<file path="src/rtl/cbu_pkg.sv">
// cbu_pkg: shared types and constants for the conditional branch unit.
//   br_type_t  - branch kind carried on br_type
//   COND_*     - A64 condition-code encodings
//   NZCV_*     - bit positions of the flags within the 4-bit {N,Z,C,V} vector
package cbu_pkg;

    typedef enum logic [1:0] {
        BR_B    = 2'd0,
        BR_COND = 2'd1,
        BR_CBZ  = 2'd2,
        BR_CBNZ = 2'd3
    } br_type_t;

    typedef logic [3:0] cond_t;

    localparam cond_t COND_EQ = 4'b0000;
    localparam cond_t COND_NE = 4'b0001;
    localparam cond_t COND_HS = 4'b0010;
    localparam cond_t COND_LO = 4'b0011;
    localparam cond_t COND_MI = 4'b0100;
    localparam cond_t COND_PL = 4'b0101;
    localparam cond_t COND_VS = 4'b0110;
    localparam cond_t COND_VC = 4'b0111;
    localparam cond_t COND_HI = 4'b1000;
    localparam cond_t COND_LS = 4'b1001;
    localparam cond_t COND_GE = 4'b1010;
    localparam cond_t COND_LT = 4'b1011;
    localparam cond_t COND_GT = 4'b1100;
    localparam cond_t COND_LE = 4'b1101;
    localparam cond_t COND_AL = 4'b1110;
    localparam cond_t COND_NV = 4'b1111;

    localparam int unsigned NZCV_N = 3;
    localparam int unsigned NZCV_Z = 2;
    localparam int unsigned NZCV_C = 1;
    localparam int unsigned NZCV_V = 0;

endpackage

</file>
<file path="src/rtl/cond_eval.sv">
// cond_eval: combinational A64 condition-code evaluator.
// Ports:
//   cond  - 4-bit A64 condition code
//   flags - {N,Z,C,V}
//   pass  - 1 when the condition holds for the given flags
module cond_eval
    import cbu_pkg::*;
(
    input  logic [3:0] cond,
    input  logic [3:0] flags,
    output logic       pass
);

    logic n, z, c, v;

    always_comb begin
        n = flags[NZCV_N];
        z = flags[NZCV_Z];
        c = flags[NZCV_C];
        v = flags[NZCV_V];
    end

    always_comb begin
        pass = 1'b0;
        unique case (cond)
            COND_EQ: pass = z;
            COND_NE: pass = !z;
            COND_HS: pass = c;
            COND_LO: pass = !c;
            COND_MI: pass = n;
            COND_PL: pass = !n;
            COND_VS: pass = v;
            COND_VC: pass = !v;
            COND_HI: pass = c & !z;
            COND_LS: pass = !(c & !z);
            COND_GE: pass = (n == v);
            COND_LT: pass = (n != v);
            COND_GT: pass = !z & (n == v);
            COND_LE: pass = !(!z & (n == v));
            // NV behaves as AL in A64.
            COND_AL: pass = 1'b1;
            COND_NV: pass = 1'b1;
            default: pass = 1'b0;
        endcase
    end

endmodule

</file>
<file path="src/rtl/cond_branch_unit.sv">
// cond_branch_unit: NZCV flag register plus branch resolution stage behind the ALU.
// Ports:
//   clk, reset                 - clock, asynchronous active-low reset
//   alu_valid, set_flags       - live ALU instruction / it writes NZCV
//   alu_negative/zero/overflow/carry_out - ALU flag outputs
//   br_valid/br_ready          - branch request handshake (br_type, br_cond)
//   res_valid/res_ready        - resolution handshake to fetch (res_taken)
//   nzcv                       - architectural flags {N,Z,C,V}
//   taken_count                - saturating count of accepted taken branches
module cond_branch_unit
    import cbu_pkg::*;
#(
    parameter int unsigned CNT_W = 32
) (
    input  logic             clk,
    input  logic             reset,
    input  logic             alu_valid,
    input  logic             set_flags,
    input  logic             alu_negative,
    input  logic             alu_zero,
    input  logic             alu_overflow,
    input  logic             alu_carry_out,
    input  logic             br_valid,
    output logic             br_ready,
    input  logic [1:0]       br_type,
    input  logic [3:0]       br_cond,
    output logic             res_valid,
    input  logic             res_ready,
    output logic             res_taken,
    output logic [3:0]       nzcv,
    output logic [CNT_W-1:0] taken_count
);

    logic [3:0]       nzcv_q, nzcv_d;
    logic             res_valid_q, res_valid_d;
    logic             res_taken_q, res_taken_d;
    logic [CNT_W-1:0] taken_count_q, taken_count_d;

    logic       flag_wr;
    logic [3:0] live_flags;
    logic [3:0] eff_flags;
    logic       cond_pass;
    logic       taken;
    logic       accept;

    always_comb begin
        flag_wr    = alu_valid & set_flags;
        live_flags = {alu_negative, alu_zero, alu_carry_out, alu_overflow};
        // Same-cycle flag setter is bypassed so B.cond needs no bubble.
        eff_flags  = flag_wr ? live_flags : nzcv_q;
    end

    cond_eval u_cond_eval (
        .cond  (br_cond),
        .flags (eff_flags),
        .pass  (cond_pass)
    );

    always_comb begin
        taken = 1'b0;
        unique case (br_type_t'(br_type))
            BR_B:    taken = 1'b1;
            BR_COND: taken = cond_pass;
            // CB(N)Z look at the live ALU zero, only meaningful with alu_valid.
            BR_CBZ:  taken = alu_valid & alu_zero;
            BR_CBNZ: taken = alu_valid & !alu_zero;
            default: taken = 1'b0;
        endcase
    end

    always_comb begin
        br_ready = !res_valid_q | res_ready;
        accept   = br_valid & br_ready;
    end

    always_comb begin
        nzcv_d        = flag_wr ? live_flags : nzcv_q;
        res_valid_d   = res_valid_q;
        res_taken_d   = res_taken_q;
        taken_count_d = taken_count_q;
        if (accept) begin
            res_valid_d = 1'b1;
            res_taken_d = taken;
            if (taken && (taken_count_q != {CNT_W{1'b1}})) begin
                taken_count_d = taken_count_q + CNT_W'(1);
            end
        end else if (res_ready) begin
            res_valid_d = 1'b0;
        end
    end

    always_ff @(posedge clk or negedge reset) begin
        if (!reset) begin
            nzcv_q        <= 4'b0000;
            res_valid_q   <= 1'b0;
            res_taken_q   <= 1'b0;
            taken_count_q <= '0;
        end else begin
            nzcv_q        <= nzcv_d;
            res_valid_q   <= res_valid_d;
            res_taken_q   <= res_taken_d;
            taken_count_q <= taken_count_d;
        end
    end

    always_comb begin
        nzcv        = nzcv_q;
        res_valid   = res_valid_q;
        res_taken   = res_taken_q;
        taken_count = taken_count_q;
    end

endmodule

</file>
<file path="config.mk">
export PLATFORM = sky130hd
export DESIGN_NAME = cond_branch_unit
export DESIGN_NICKNAME = d
export VERILOG_FILES = /design/src/rtl/cbu_pkg.sv /design/src/rtl/cond_eval.sv /design/src/rtl/cond_branch_unit.sv
export SDC_FILE = /design/constraint.sdc
export NUM_CORES = 1
export LEC_CHECK = 0
export ABC_AREA = 1
export BUFFER_PORTS_ARGS = -buffer_cell sky130_fd_sc_hd__buf_2
export CAP_MARGIN = 20
export CORE_ASPECT_RATIO = 0.6
export CORE_MARGIN = 2
export CORE_UTILIZATION = 50
export DETAILED_ROUTE_END_ITERATION = 16
export HOLD_SLACK_MARGIN = 0.12
export PLACE_DENSITY_LB_ADDON = 0.05
export REMOVE_ABC_BUFFERS = 1
export SLEW_MARGIN = 25
export SYNTH_ARGS = -nofsm -noshare
export SYNTH_HDL_FRONTEND = slang
export SYNTH_SLANG_ARGS = --single-unit
</file>
<file path="constraint.sdc">
create_clock -name clk -period 1.8 [get_ports clk]
set_input_delay 0.27 -clock clk [delete_from_list [all_inputs] [get_ports clk]]
set_output_delay 0.27 -clock clk [all_outputs]
set_load 0.02 [all_outputs]
</file>
==> results of run 1 <==
[path summary, 6_finish.rpt]
path | startpoint | slack, ns | end | cells past startpoint
max | taken_count[0] | -0.06 | taken_count[6] | 11
min | res_ready | 0.26 | res_valid | 4
max reg2reg | taken_count[0] | -0.06 | taken_count[6] | 11
min reg2reg | res_taken | 0.48 | res_taken | 2
max in group asynchronous | reset | 0.87 | taken_count[20] | 3
min in group asynchronous | reset | 0.56 | taken_count[6] | 3
[power groups by stage]
stage / clock network (uW) / registers (uW) / logic (uW)
6_report: 608 / 972 / 794
3_5_place_dp: 0 / 974 / 647
4_1_cts: 616 / 958 / 657
3_3_place_gp: 0 / 969 / 645
2_1_floorplan: 0 / 1070 / 239
5_1_grt: 657 / 981 / 856
[Yosys cell counts]
cell and n:
nor3b_1 1, xor2_1 22, inv_2 1, dfrtp_1 38, nor3_1 20, buf_2 4
nand3b_4 1, o21ai_1 1, nand3_1 15, buf_6 3, ha_1 1, a21oi_1 1
clkbuf_1 6, or2_2 1, nand2_1 155, xnor2_1 7, nand3_2 1, nand2_2 4
nand3_4 1, nand4_1 39, a311oi_1 1, nor2_1 44, inv_1 34
[per-stage QoR]
step                cells   util  total power (uW)   TNS, ns
floorplan             388      -              1310    -37.76
global route          560  0.712              2490     -5.47
global placement      546  0.643              1610   -0.0547
finish                560  0.712              2370    -0.625
CTS                   555  0.667              2230  -0.00187
detailed placement    546  0.643              1620     -1.24
[cell families (layout without fill, tap and decap cells)]
family / Yosys count / after routing / share of synthesized area
flops: 38 / 38 / 0.353
fa+ha+maj: 1 / 1 / 0.00464
simple gates: 282 / 282 / 0.465
buf+inv: 48 / 141 / 0.0770
xor+xnor: 29 / 29 / 0.0942
compound gates: 3 / 3 / 0.00696
[worst max-delay path: cells and delay by family, from the launching register on]
family,cells,cell delay (ns)
AND/OR/NAND/NOR,9,1.01
flip-flops,1,0.40
buffers and inverters,1,0.20
adder cells (fa/ha/maj),1,0.17
[state kept, by name (all words and copies together), names as in the netlist]
name	flops
taken_count	32
res_taken	1
res_valid	1
nzcv	4
[routing by layer]
layer	vias to the layer above	share of wire
met5	-	0
met4	0	0.0028
met3	6	0.11
met2	155	0.38
met1	1416	0.50
li1	1478	-
[final cells by class]
cell class	instances	area, um^2	share of cell area
clock buffer	7	86.3	0.0236
clock inverter	1	5.00	0.00137
inverter	35	131	0.0360
multi-input combinational	315	1710	0.467
sequential	38	952	0.261
tap	66	82.6	0.0226
timing repair buffer	98	691	0.189
[repair_timing]
item,in CTS,in global routing
buffers inserted,0,2
pin swaps,2,1
cloned,0,3
hold endpoints to repair,38,0
gates resized for setup,6,46
hold buffers,1,0
setup endpoints to repair,31,32
==> results.yml, run 1 <==
cells_and_area:
  fin_nets: 510
  n_antenna_cell: 0
  drive_above_1_share: 0.308
  final_area_mm2: 0.00365
  final_cell_mix: "nand2_1, buf_2, nor2_1, nand4_1, dfrtp_1"
  nFillCells: 456
  syn2layout_area_growth_pct: 35.5
  final_common_cell: "nand2_1"
cts:
  clockBufferDepth: 2
  cts_made_buffers: 5
  clock-sinks: 38
  htreeDepth: 2
  cts-root-buf: "clkbuf_8"
  cts_tree: "built"
  clk-insertion-delay-late_ns: 0.29
  clk_pin_slew_ns: 0.08
routing:
  via_per_inst: 5.46
  drt_pass1_iterations: 5
  ant_nets: 0
  wl_per_cell_um: 15.4
  routed-via-count: 3055
  drtIter0Drc: 296
  wl_mm: 8.64
  drc: 0
sta:
  finalHoldViolCount: 0
  fin_crit_ns: 1.86
  fin_skew_ns: 0.00583
  fin_crit_sh: 1.03
  tightest_slew_ns: 0.492
  worst_slack_ns: -0.0579
  setup_viol: 28
  rsz0062_at_grt: "yes"
  worst_hold_slack_ns: 0.264
  fmax_mhz: 538
  slew_violations: 0
  max_slew_margin: 0.672
synth:
  synth_area_mm2: 0.00270
  synth_cells: 401
  synthTopCellsByArea: "dfrtp_1, nand2_1, nand4_1, xor2_1, nor2_1"
  synth.avg_cell_area_um2: 6.72
  seq_area_frac_synth: 0.353
  yosys_warnings: 0
  ys_ff_latch: 38
  ys_types: 23
  synth_top_area_frac: 0.353
  yosysTopAreaCell: "dfrtp_1"
grt:
  grt_usage: 0.281
  grt_use_met3: 0.0449
  grt_start_max_net_pins: 39
  antenna_found_initial: 0
  busiest_layer: "met1"
  overflow: 0
  grt_util_met1: 0.494
  grt_pass1_vias: 2389
  grt_pass1_wl_mm: 12.7
  use_met2: 0.343
die:
  start_util: 0.526
  die-height_um: 60.9
  fp.dieW_um: 98.8
  dieArea_mm2: 0.00602
  core_area_mm2: 0.00513
  ios: 55
  rows: 20
critical_path:
  start_kind: "flop"
  arrival_ns: 2.09
  crit_chain: "ha_4, nand2_4, nor2_4, nand3_2, nor2_1, nand4_1, nand3b_4, nand3_4, clkbuf_16, nand2_2, nand2_1"
  crit_slowest_cell: "dfrtp_1"
  cp.required_ns: 2.03
  crit_type: "reg -> reg"
  cp_max_fo: 5
  cp_slowest_stage_delay_ns: 0.40
  endpoint_kind: "flop"
power_and_ir_drop:
  p_switching_uw: 834
  internal-power_uw: 1540
  power_frac_seq: 0.409
  leakagePower_uw: 0.00198
  clockPowerShare: 0.256
  p_per_area_mw_per_mm2: 650
  peakVddDrop_mv: 0.376
  combinationalPowerShare: 0.335
  swShare: 0.351
placement:
  post-dp-hpwl_mm: 6.48
  gp_congestion: 0.973
  placedInstanceArea_mm2: 0.00330
  pre_cts_slack_ns: -0.0855
  portBuffers: 54
run_status:
  violations: "negative setup slack"
  status: "complete, but fails checks"
run:
  max_cap_viol_count: 0
min_path:
  min_path_type: "in -> reg"
No activity file was read; power rests on OpenSTA's default activity.
==> run 2: changes to the inputs <==
==> constraint.sdc (replaced) <==
create_clock -name clk -period 1.8 [get_ports clk]
set_input_delay 0.09 -clock clk [delete_from_list [all_inputs] [get_ports clk]]
set_output_delay 0.09 -clock clk [all_outputs]
set_load 0.02 [all_outputs]
==> run 2 against run 1 <==
Compared with the run above:
- worst hold slack got worse by 0.11 ns
- sequential power increased by 0.6%
- power decreased by 4.1%
- critical path type unchanged
- the flow still finishes with violations (negative setup slack)
- flip-flop and latch count unchanged
- clock skew increased by 0.0044 ns
- global-route usage increased by 1.5 points
- critical path depth decreased by 2
- cell area decreased by 2.1%
- combinational power decreased by 8.8%
- non-clock buffer count increased by 2
==> results.yml, run 2 (synthesis gave the netlist of run 1 again) <==
cts:
  htreeDepth: 2
  clk-insertion-delay-late_ns: 0.30
  cts-root-buf: "clkbuf_8"
  cts_tree: "built"
  cts_made_buffers: 5
  clock-sinks: 38
  clk_pin_slew_ns: 0.08
  clockBufferDepth: 2
sta:
  fin_crit_ns: 1.85
  worst_hold_slack_ns: 0.152
  tightest_slew_ns: 0.469
  finalHoldViolCount: 0
  setup_viol: 24
  rsz0062_at_grt: "yes"
  fin_crit_sh: 1.03
  worst_slack_ns: -0.0538
  slew_violations: 0
  fmax_mhz: 539
  max_slew_margin: 0.685
  fin_skew_ns: 0.0102
placement:
  post-dp-hpwl_mm: 6.45
  placedInstanceArea_mm2: 0.00327
  portBuffers: 54
  pre_cts_slack_ns: -0.125
  gp_congestion: 0.936
cells_and_area:
  seq_area_um2: 952
  final_common_cell: "nand2_1"
  syn2layout_area_growth_pct: 32.7
  final_cell_mix: "nand2_1, buf_2, nand4_1"
  final_area_mm2: 0.00358
  nFillCells: 473
  n_antenna_cell: 0
  largest_reg_flops: 32
  fin_nets: 514
  drive_above_1_share: 0.258
  multi_input_area_mm2: 0.00164
grt:
  antenna_found_initial: 0
  grt_pass1_wl_mm: 13.5
  grt_start_max_net_pins: 39
  overflow: 0
  grt_usage: 0.296
  grt_pass1_vias: 2625
power_and_ir_drop:
  clockPowerShare: 0.253
  peakVddDrop_mv: 0.406
  power_frac_seq: 0.429
  combinationalPowerShare: 0.318
  p_switching_uw: 821
  leakagePower_uw: 0.00194
  p_per_area_mw_per_mm2: 637
  swShare: 0.360
  internal-power_uw: 1460
routing:
  ant_nets: 0
  routed-via-count: 3147
  drtIter0Drc: 329
  wl_per_cell_um: 16.2
  drc: 0
  via_per_inst: 5.59
  drt_pass1_iterations: 5
  wl_mm: 9.11
die:
  rows: 20
  fp.dieW_um: 98.8
  start_util: 0.526
  dieArea_mm2: 0.00602
  die-height_um: 60.9
  core_area_mm2: 0.00513
  ios: 55
run:
  max_cap_viol_count: 0
critical_path:
  start_kind: "flop"
  crit_path_frequent_cell: "nand2_1"
  cp_slowest_stage_delay_ns: 0.35
  crit_type: "reg -> reg"
  path_delay_family: "simple AND/OR/NAND/NOR gates"
  endpoint_kind: "flop"
  cp.required_ns: 2.03
  cp_max_fo: 4
  crit_slowest_cell: "dfrtp_1"
  crit_chain: "buf_4, nand2_1, nor3_1, nand2_1, nor2_1, nand2_1, xnor2_1, nand4_1, nand2_1"
  arrival_ns: 2.08
  path_buf_inv: 1
run_status:
  violations: "negative setup slack"
  status: "complete, but fails checks"
min_path:
  min_path_type: "in -> reg"
## run 2: power groups by stage
stage	clock network (uW)	logic [uW]	registers, uW
finish	576	724	978
detailed placement	0	602	982
global route	611	782	986
floorplan	0	239	1070
CTS	584	659	960
global placement	0	593	982
## run 2: worst paths after layout
path                            startpoint         endpoint  slack (ns)  depth (start not counted)
hold / removal                alu_overflow          nzcv[0]        0.15                          3
min in group asynchronous            reset   taken_count[7]        0.29                          3
setup reg to reg           taken_count[10]  taken_count[29]       -0.05                          9
setup / recovery           taken_count[10]  taken_count[29]       -0.05                          9
max in group asynchronous            reset   taken_count[1]        1.30                          3
hold reg to reg                  res_taken        res_taken        0.49                          2
## run 2: what timing repair did
| item | CTS | global route |
|---|---|---|
| setup endpoints to repair | 31 | 33 |
| hold buffers | 4 | 0 |
| setup buffers | 2 | 1 |
| gates resized for setup | 9 | 16 |
| gates cloned | 1 | 3 |
| pin swaps | 1 | 4 |
| hold endpoints to repair | 40 | 0 |
## run 2: metrics by stage
stage	utilization	instances	power [uW]	TNS, ns
after floorplan	-	388	1310	-37.76
final	0.697	563	2280	-0.365
after global routing	0.697	563	2380	-3.57
after CTS	0.671	559	2200	-0.294
after detailed placement	0.637	545	1580	-2.51
after global placement	0.637	545	1580	-0.731
## run 2: final cells by class
type / count / area share
Sequential cell: 38 / 0.266
Clock buffer: 7 / 0.0213
Timing Repair Buffer: 100 / 0.194
Multi-Input combinational cell: 317 / 0.459
Inverter: 35 / 0.0367
Tap cell: 66 / 0.0231
## run 2: worst reg2reg max path: cells and delay by family, from the launching register on
family	cells	cell delay, ns
xor gates and xnor gates	1	0.16
and+or+nand+nor	7	1.16
buffers and inverters	1	0.13
DFF	1	0.35
## run 2: routing by layer
layer | vias to the layer above | global-route usage | share of wire
li1 | 1495 | - | -
met3 | 4 | 0.0887 | 0.13
met2 | 183 | 0.385 | 0.38
met4 | 0 | 0.0587 | 0.0046
met1 | 1465 | 0.473 | 0.49
met5 | - | 0 | 0
==> run 3: changes to the inputs <==
--- a/config.mk
+++ b/config.mk
@@ -9,11 +9,11 @@
 export BUFFER_PORTS_ARGS = -buffer_cell sky130_fd_sc_hd__buf_2
 export CAP_MARGIN = 20
 export CORE_ASPECT_RATIO = 0.6
-export CORE_MARGIN = 2
+export CORE_MARGIN = 1.5
 export CORE_UTILIZATION = 50
 export DETAILED_ROUTE_END_ITERATION = 16
 export HOLD_SLACK_MARGIN = 0.12
-export PLACE_DENSITY_LB_ADDON = 0.05
+export PLACE_DENSITY = 0.73
 export REMOVE_ABC_BUFFERS = 1
 export SLEW_MARGIN = 25
 export SYNTH_ARGS = -nofsm -noshare
==> run 3 against run 2 <==
Compared with the run above:
- the flow still finishes with violations (negative setup slack)
- largest power group unchanged
- clock skew decreased by 0.0017 ns
- critical endpoint is now taken_count[8]
- global-route usage increased by 0.52 points
- worst hold slack got worse by 0.011 ns
- critical path depth increased by 3
==> results.yml, run 3 (synthesis gave the netlist of run 1 again) <==
grt:
  grt_pass1_wl_mm: 13.3
  overflow: 0
  grt_start_max_net_pins: 22
  grt_pass1_vias: 2552
  grt_usage: 0.302
  antenna_found_initial: 0
critical_path:
  r2r-end: "taken_count[8]"
  reg2regPathDepth: 12
  crit_path_frequent_cell: "nand2_1"
  crit_chain: "ha_2, nand2_1, nor2_1, buf_4, nand3_4, nor2_2, nand4_1, nand3b_4, nand3_4, buf_12, nand2_1, nand2_1"
  r2r-start: "taken_count[0]"
  cp_slowest_stage_delay_ns: 0.37
  endpoint_kind: "flop"
  start_kind: "flop"
  r2r_setup_slack_ns: -0.07
  cp.required_ns: 2.04
  cp_max_fo: 18
  crit_type: "reg -> reg"
  arrival_ns: 2.11
  crit_slowest_cell: "dfrtp_1"
run_status:
  status: "complete, but fails checks"
  violations: "negative setup slack"
cells_and_area:
  final_cell_mix: "nand2_1, buf_2, buf_4"
  final_common_cell: "nand2_1"
  largest_reg_flops: 32
  drive_above_1_share: 0.290
  n_antenna_cell: 0
  fin_nets: 520
  nFillCells: 428
  syn2layout_area_growth_pct: 36.1
  utilization: 0.715
routing:
  wl_per_cell_um: 15.3
  wl_mm: 8.73
  ant_nets: 0
  via_per_inst: 5.45
  drtIter0Drc: 273
  drc: 0
  drt_pass1_iterations: 5
  routed-via-count: 3108
sta:
  finalHoldViolCount: 0
  setup-tns-final_ns: -1.21
  fin_crit_sh: 1.04
  worst_slack_ns: -0.0674
  slew_violations: 0
  max_slew_margin: 0.632
  setup_viol: 31
  fmax_mhz: 536
  rsz0062_at_grt: "yes"
  worst_hold_slack_ns: 0.141
  fin_skew_ns: 0.00853
  fin_crit_ns: 1.87
  tightest_slew_ns: 0.553
cts:
  htreeDepth: 2
  cts-root-buf: "clkbuf_8"
  clk-insertion-delay-late_ns: 0.30
  cts_made_buffers: 5
  clockBufferDepth: 2
  cts_tree: "built"
  clk_pin_slew_ns: 0.08
  clock-sinks: 38
die:
  fp.dieW_um: 97.8
  ios: 55
  rows: 20
  core_area_mm2: 0.00513
  dieArea_mm2: 0.00586
  start_util: 0.526
  die-height_um: 59.9
power_and_ir_drop:
  peakVddDrop_mv: 0.517
  leakagePower_uw: 0.00198
  p_per_area_mw_per_mm2: 634
placement:
  gp_congestion: 1.01
  pre_cts_slack_ns: -0.0183
  post-dp-hpwl_mm: 6.51
  portBuffers: 54
run:
  max_cap_viol_count: 0
min_path:
  whs_path_depth: 3
  holdPathEnd: "nzcv[1]"
  min_path_type: "in -> reg"
  hp-start: "alu_carry_out"
## run 3: area by class of cell
| cell class | count | area (um^2) | share of cell area |
|---|---|---|---|
| multi-input cells | 315 | 1640 | 0.447 |
| flip-flops and latches | 38 | 952 | 0.260 |
| repair buffers | 108 | 766 | 0.209 |
| inverters | 35 | 131 | 0.0358 |
| clock buffers | 6 | 82.6 | 0.0225 |
| well taps | 66 | 82.6 | 0.0225 |
| clock inverters | 2 | 12.5 | 0.00341 |
## run 3: worst max path at each step
stage / from / to / slack (ns) / cells past startpoint
final: taken_count[0] / taken_count[8] / -0.07 / 12
after global routing: taken_count[0] / taken_count[15] / -0.18 / 12
after CTS: taken_count[1] / taken_count[8] / -0.04 / 11
after detailed placement: taken_count[0] / taken_count[8] / -0.02 / 12
after global placement: taken_count[1] / taken_count[22] / 0.006 / 11
after floorplan: res_valid / taken_count[0] / -1.17 / 6
## run 3: per-stage QoR
step	instances	total power [uW]	area, um^2
finish	570	2320	3670
global route	570	2450	3670
CTS	567	2290	3530
detailed placement	552	1630	3360
global placement	552	1610	3360
floorplan	388	1310	2620
## run 3: worst max-delay path: cells and delay by family (launching register included)
| family | cells | cell delay [ns] |
|---|---|---|
| adder cells (fa/ha/maj) | 1 | 0.18 |
| buffers and inverters | 2 | 0.31 |
| flip-flops | 1 | 0.37 |
| AND/OR/NAND/NOR | 9 | 0.95 |
## run 3: power breakdown
| part | internal [uW] | switching (uW) |
|---|---|---|
| registers | 915 | 36.5 |
| logic | 285 | 440 |
| clock network | 309 | 339 |
| total | 1510 | 816 |
## run 3: repair_timing
action | CTS | global route
hold endpoints to repair | 23 | 0
hold buffers | 6 | 0
gates cloned | 0 | 1
buffers inserted | 1 | 2
gates resized for setup | 4 | 29
pin swaps | 1 | 2
endpoints found under the setup margin | 31 | 33
## run 3: metal layers
layer | share of wire | track usage | vias to the layer above
met2 | 0.38 | 0.385 | 201
met3 | 0.14 | 0.0994 | 8
met5 | 0 | 0 | -
met1 | 0.48 | 0.473 | 1398
met4 | 0.0093 | 0.0735 | 0
li1 | - | - | 1501
